`config.mk`:
```
export PLATFORM = sky130hd
export DESIGN_NAME = mems_dac_spi
export DESIGN_NICKNAME = d
export VERILOG_FILES = /design/src/rtl/mems_dac_spi.sv
export SDC_FILE = /design/constraint.sdc
export NUM_CORES = 1
export LEC_CHECK = 0
export ABC_AREA = 1
export CAP_MARGIN = 20
export CORE_MARGIN = 8
export CORE_UTILIZATION = 25
export CTS_CLUSTER_SIZE = 8
export DETAILED_ROUTE_END_ITERATION = 10
export GPL_TIMING_DRIVEN = 0
export PLACE_DENSITY_LB_ADDON = 0.05
export SLEW_MARGIN = 20
export SYNTH_ARGS = -nofsm -noshare
export SYNTH_HDL_FRONTEND = slang
export SYNTH_SLANG_ARGS = --single-unit
export TNS_END_PERCENT = 50
```
`constraint.sdc`:
```
create_clock -name clk -period 7.8 [get_ports clk]
set_input_delay 1.95 -clock clk [delete_from_list [all_inputs] [get_ports clk]]
set_output_delay 1.95 -clock clk [all_outputs]
set_load 0.01 [all_outputs]
```
`src/rtl/mems_dac_spi.sv`:
```
// mems_dac_spi
//   Streams a sequence of 24-bit DAC command words from a ROM stage out over
//   a 3-wire SPI link (SCLK / SYNC_n / DIN). Addresses run
//   0 -> 1 -> 2 -> ... -> ADDR_LAST -> 2 -> ... while start is held high.
//   Words 0 and 1 (soft reset and Vref setup) are sent once per run only.
//
//   Optional feature: define MEMS_DAC_FRAME_CNT_EN to build the 32-bit
//   completed-frame counter. Without it, frame_cnt is tied to 0 and no
//   counter is built.
//
// Parameters
//   CLK_DIV     clk cycles per SCLK half-period (1..255)
//   ADDR_LAST   last sample address before wrapping back to 2 (2..65535)
//   GAP_CYCLES  clk cycles spent in the GAP state after each frame (1..15)
//
// Ports
//   clk         system clock, all logic on its rising edge
//   rst         synchronous active-high reset, overrides everything
//   start       level: high keeps the word sequence running
//   data[23:0]  ROM word for addr, valid one clk after addr changes
//   addr[15:0]  word address to the ROM stage
//   dac_sclk    SPI clock, idles high
//   dac_sync_n  SPI frame select, active low
//   dac_din     SPI data, MSB first, changes on SCLK rising edges
//   busy        high from leaving IDLE until returning to IDLE
//   frame_done  one-clk pulse on the clk where dac_sync_n returns high
//   frame_cnt   completed frame count (0 when the counter is not built)
//
// Frame timing: dac_sync_n is low for exactly 48*CLK_DIV clks. Between
// back-to-back frames it is high for GAP_CYCLES + 4 clks (GAP, NEXT, two
// WAIT clks for the ROM latency, LOAD).

module mems_dac_spi #(
    parameter int unsigned CLK_DIV    = 4,
    parameter logic [15:0] ADDR_LAST  = 16'd65535,
    parameter int unsigned GAP_CYCLES = 2
) (
    input  logic        clk,
    input  logic        rst,
    input  logic        start,
    input  logic [23:0] data,
    output logic [15:0] addr,
    output logic        dac_sclk,
    output logic        dac_sync_n,
    output logic        dac_din,
    output logic        busy,
    output logic        frame_done,
    output logic [31:0] frame_cnt
);

    typedef enum logic [2:0] {
        IDLE,
        WAIT,
        LOAD,
        SHIFT,
        GAP,
        NEXT
    } state_t;

    localparam logic [7:0] DIV_LAST = 8'(CLK_DIV - 1);
    localparam logic [3:0] GAP_LAST = 4'(GAP_CYCLES - 1);
    localparam logic [4:0] BIT_LAST = 5'd23;

    state_t      state;
    logic [7:0]  div_cnt;
    logic [4:0]  bit_cnt;
    logic [3:0]  gap_cnt;
    logic        wait_cnt;
    // Holds the 23 bits still to be sent; bit 23 goes straight to dac_din
    // on LOAD, so the shifter never needs to store it.
    logic [22:0] shreg;
    logic        half_end;
    logic        frame_end;

    // Last clk of an SCLK half-period, and the final rising edge of a frame.
    assign half_end  = (state == SHIFT) && (div_cnt == DIV_LAST);
    assign frame_end = half_end && !dac_sclk && (bit_cnt == BIT_LAST);

    always_ff @(posedge clk) begin
        if (rst) begin
            state      <= IDLE;
            addr       <= '0;
            dac_sync_n <= 1'b1;
            dac_sclk   <= 1'b1;
            dac_din    <= 1'b0;
            busy       <= 1'b0;
            frame_done <= 1'b0;
            div_cnt    <= '0;
            bit_cnt    <= '0;
            gap_cnt    <= '0;
            wait_cnt   <= 1'b0;
        end else begin
            frame_done <= 1'b0;
            case (state)
                IDLE: begin
                    addr       <= '0;
                    dac_sync_n <= 1'b1;
                    dac_sclk   <= 1'b1;
                    dac_din    <= 1'b0;
                    wait_cnt   <= 1'b0;
                    if (start) begin
                        state <= WAIT;
                        busy  <= 1'b1;
                    end
                end

                // Two clks after addr settles: one for the ROM register,
                // one of margin before the word is captured in LOAD.
                WAIT: begin
                    if (wait_cnt) begin
                        state <= LOAD;
                    end else begin
                        wait_cnt <= 1'b1;
                    end
                end

                LOAD: begin
                    shreg      <= data[22:0];
                    dac_din    <= data[23];
                    dac_sync_n <= 1'b0;
                    dac_sclk   <= 1'b1;
                    div_cnt    <= '0;
                    bit_cnt    <= '0;
                    state      <= SHIFT;
                end

                SHIFT: begin
                    if (half_end) begin
                        div_cnt <= '0;
                        if (dac_sclk) begin
                            dac_sclk <= 1'b0;
                        end else begin
                            dac_sclk <= 1'b1;
                            if (frame_end) begin
                                // Last rise closes the frame in the same clk.
                                dac_sync_n <= 1'b1;
                                dac_din    <= 1'b0;
                                frame_done <= 1'b1;
                                gap_cnt    <= '0;
                                state      <= GAP;
                            end else begin
                                bit_cnt <= bit_cnt + 5'd1;
                                dac_din <= shreg[22];
                                shreg   <= {shreg[21:0], 1'b0};
                            end
                        end
                    end else begin
                        div_cnt <= div_cnt + 8'd1;
                    end
                end

                GAP: begin
                    if (gap_cnt == GAP_LAST) begin
                        state <= NEXT;
                    end else begin
                        gap_cnt <= gap_cnt + 4'd1;
                    end
                end

                // The only place addr moves, so addr never changes while
                // dac_sync_n is low.
                NEXT: begin
                    wait_cnt <= 1'b0;
                    if (start) begin
                        state <= WAIT;
                        addr  <= (addr == ADDR_LAST) ? 16'd2 : addr + 16'd1;
                    end else begin
                        state <= IDLE;
                        addr  <= '0;
                        busy  <= 1'b0;
                    end
                end

                default: state <= IDLE;
            endcase
        end
    end

`ifdef MEMS_DAC_FRAME_CNT_EN
    logic [31:0] frame_cnt_q;

    // Counts on the same clk that raises frame_done; wraps naturally.
    always_ff @(posedge clk) begin
        if (rst) begin
            frame_cnt_q <= '0;
        end else if (frame_end) begin
            frame_cnt_q <= frame_cnt_q + 32'd1;
        end
    end

    assign frame_cnt = frame_cnt_q;
`else
    assign frame_cnt = '0;
`endif

endmodule

```
== Word-level counts from Yosys, hierarchy flattened ==
Index checks and enable logic that the tools add are counted.

* Register bits after elaboration: 65
* Input bits: 27
* Output and inout port bits: 53

* Add/sub/neg operators: 4
* Equal/unequal tests: 18
* Multiplexer cells: 42
* Bitwise operators: 3
* Reductions and logical operators: 22

{| class="wikitable"
|+ Operators by type and width
! kind !! count
|-
| $mux W23 || 3
|-
| $pmux W23 S2 || 1
|-
| $mux W16 || 2
|-
| $pmux W16 S2 || 1
|-
| $mux W3 || 6
|-
| $ne A2 B2 Y1 const B || 9
|-
| $pmux W3 S6 || 1
|-
| $add A16 B1 Y16 const B || 1
|-
| $eq A16 B16 Y1 const B || 1
|-
| $mux W4 || 4
|-
| $pmux W8 S2 || 1
|-
| $mux W5 || 3
|-
| $mux W1 || 12
|-
| $pmux W5 S2 || 1
|-
| $reduce_and A5 Y1 || 2
|-
| $reduce_bool A2 Y1 || 5
|-
| $add A8 B1 Y8 const B || 1
|-
| $eq A8 B2 Y1 const B || 1
|-
| $mux W8 || 1
|-
| $pmux W4 S2 || 1
|-
| $reduce_and A4 Y1 || 2
|-
| $eq A3 B2 Y1 const B || 2
|-
| $eq A3 B3 Y1 const B || 2
|-
| $pmux W1 S2 || 3
|-
| other kinds (16) || 23
|}

== Logic depth before layout (Yosys ltp) ==
* Depth in word-level cells: 8
* Gate-level depth with buffers: 10
* Mapped depth without buffers: 10

== Worst setup path after synthesis ==
No wires, ideal clock.

* Path kind: input to register
* From: input rst
* To: register shreg[0], enable pin
* Setup time: 0.403 ns
* Data arrival time: 3.149 ns
* Setup slack: 4.248 ns
* Stages on the path: 2
* Path through: clkbuf_1 nor2_1

* Word-level cells in the longest chain between the ends: 2

{| class="wikitable"
|+ RTL lines
! item !! RTL line !! source
|-
| start: declaration || 39 || <nowiki>input logic rst,</nowiki>
|-
| $not A1 Y1 (no line) || -- ||
|-
| $reduce_and A5 Y1 (no line) || -- ||
|-
| end signal: assignment || 118 || <nowiki>shreg <= data[22:0];</nowiki>
|-
| end signal: assignment || 144 || <nowiki>shreg <= {shreg[21:0], 1'b0};</nowiki>
|-
| end: declaration || 71 || <nowiki>logic [22:0] shreg;</nowiki>
|}

Every way passes these cells.
A chain may end at the register's enable or synchronous reset.

== Worst setup path after layout ==
* From: input rst
* To: register shreg[7], enable pin

Same word-level chain as after synthesis.

==> flow_summary.toml <==
[detailed_routing]
wire_per_inst_um = 12.1
first_iter_violations = 116
ant_nets = 0
avgViaCountPerCell = 4.15
drt_wl_total_mm = 8.85
vias = 3039
drc = 0
first_pass_iters = 4

[timing]
hold_viol = 0
postLayoutSetupSlackWorst_ns = 4.33
relSlewSlack = 0.540
fin_setup_tns_ns = 0
slew_viol_final = 0
rsz0062_at_grt = "false"
period_share = 0.445
finClkSkew_ns = 0.00578
final.min_clock_period_ns = 3.47
setup_viol = 0
hold_ws_ns = 0.451
tightest_slew_ns = 0.688
timing.fmax_mhz = 288

[clock_tree]
holdBufCountCts = 0
cts.repair.resized = 0
clk_pin_slew_worst_paths_ns = 0.05
cts.htree.levels = 3
numCtsBuffers = 9
cts_num_sinks = 65
insertion_delay_ns = 0.33
post_cts_buffers = 0
clockBufferDepth = 2
root_buffer = "clkbuf_16"
cts_tree = "done"

[flow_run]
cap_violations = 0

[synth]
synthCells = 458
synth_flop_cell = "dfxtp_1"
synth_cell_type_count = 32
syn_area_um2 = 3470
synth_seq_cells = 65
ys_warn_count = 0
yosysSeqAreaShare = 0.442
syn_area_per_cell_um2 = 7.57
synth-edff-count = 23
synthArstFlopShare = 0

[final_layout]
fin_util = 0.334
n_antenna_cell = 0
drive_above_1_share = 0.127
fin_nets = 579
nFillCells = 1489
syn_to_final_growth_pct = 32.0

[setup_path]
rr_worst_depth = 7
cp_max_fo = 23
path_class = "primary input to flop"
endpoint_kind = "flop"
worstPathArrival_ns = 3.43
crit_required_ns = 7.76
cp-start-kind = "primary input"

[worst_hold_path]
hp-class = "flop to flop"
hold_depth = 2

[die]
io_pins = 80
initial_utilization = 0.253
core_area_um2 = 13700
die_x_um = 134
rows = 43
fp.dieH_um = 134
die_area_um2 = 17900

[grt]
grt_use_total = 0.102
antenna_found_initial = 0
grt_max_degree = 24
grt_pass1_vias = 2950
grt_overflow = 0
grt_pass1_wl_mm = 14.7

[place]
port_buffers = 47
hpwl_mm = 6.74
post-place-ws_ns = 3.93
gp_congestion = 0.733

[run_status]
outcome = "finished clean"

[power_and_ir_drop]
cellLeakagePower_nw = 1.94
ir_drop_v = 0.0000950
power_density_nw_per_um2 = 252
worst paths after layout:
kind / startpoint / slack [ns] / end
worst max-delay path: rst / 4.33 / shreg[7]$_DFFE_PP_
worst min-delay path: wait_cnt$_SDFFE_PP0P_ / 0.45 / wait_cnt$_SDFFE_PP0P_
worst max register to register: div_cnt[0]$_SDFFE_PP0P_ / 5.49 / shreg[7]$_DFFE_PP_
worst min register to register: wait_cnt$_SDFFE_PP0P_ / 0.45 / wait_cnt$_SDFFE_PP0P_
worst max-delay path: stages:
cell and delay [ns]:
clkdlybuf4s50_1 0.47, clkbuf_1 0.34, nor2_4 0.65
cell families after synthesis:
group	synth area share
other	0.00108
buffers and inverters	0.135
flip-flops	0.442
AND/OR/NAND/NOR	0.308
adder cells (fa/ha/maj)	0.0180
AO/OA/AOI/OAI	0.0682
XOR/XNOR	0.0278
report_power, final:
| group | switching (W) | internal, W |
|---|---|---|
| sequential | 0.0000230 | 0.000400 |
| clock | 0.000146 | 0.000255 |
| combinational | 0.000222 | 0.000107 |
| total | 0.000391 | 0.000763 |
cell usage in the layout, fill, tap and decap left out, types with 5 or more instances in the layout:
master,netlist,final
inv_1,42,42
nand2_1,137,137
buf_4,33,33
ha_1,5,5
xor2_1,8,8
clkbuf_16,0,9
nand3_1,26,26
o21ai_0,12,12
a21oi_1,21,21
conb_1,1,32
nand3_2,5,5
nor2_1,45,44
dfxtp_1,42,42
nand4_1,14,14
edfxtp_1,23,23
clkdlybuf4s50_1,0,47
buf_2,5,5
clkbuf_1,4,7
registers in the layout, indices dropped and copies added, names as in the netlist, 3 cells and up:
register and count:
addr 16, bit_cnt 5, gap_cnt 4, shreg 23, state 3, div_cnt 8
synthesized netlist by cell type, types with 4 or more instances:
cell type,count,area [um2]
nor2_1,45,169
edfxtp_1,23,691
nand3_1,26,130
nand3_2,5,50.1
dfxtp_1,42,841
ha_1,5,62.6
inv_1,42,158
buf_2,5,25.0
o21ai_0,12,60.1
a21oi_1,21,105
buf_4,33,248
nor3_1,4,20.0
nand4_1,14,87.6
nand2_1,137,514
clkbuf_1,4,15.0
xor2_1,8,70.1
layer usage:
layer | global-route usage | vias to the layer above | share of wire
met5 | 0 | - | 0
met4 | 0.0505 | 0 | 0.019
met3 | 0.0358 | 14 | 0.061
met2 | 0.159 | 77 | 0.44
met1 | 0.123 | 1347 | 0.48
li1 | - | 1601 | -
metrics by stage:
stage / instance area [um2] / cells / power, W
after global routing: 4580 / 732 / 0.00123
final: 4580 / 732 / 0.00115
after detailed placement: 4290 / 716 / 0.000764
after CTS: 4580 / 732 / 0.00117
after global placement: 4280 / 716 / 0.000764
after floorplan: 3580 / 489 / 0.000653
cell type report:
cell class	count	area [um2]	share of cell area
well taps	180	225	0.0492
repair buffers	47	470	0.103
clock buffers	13	250	0.0547
multi-input cells	336	1590	0.348
flip-flops and latches	65	1530	0.335
clock inverters	3	40.0	0.00875
plain buffers	43	299	0.0653
inverters	45	169	0.0369
(Power assumes the default switching activity.)
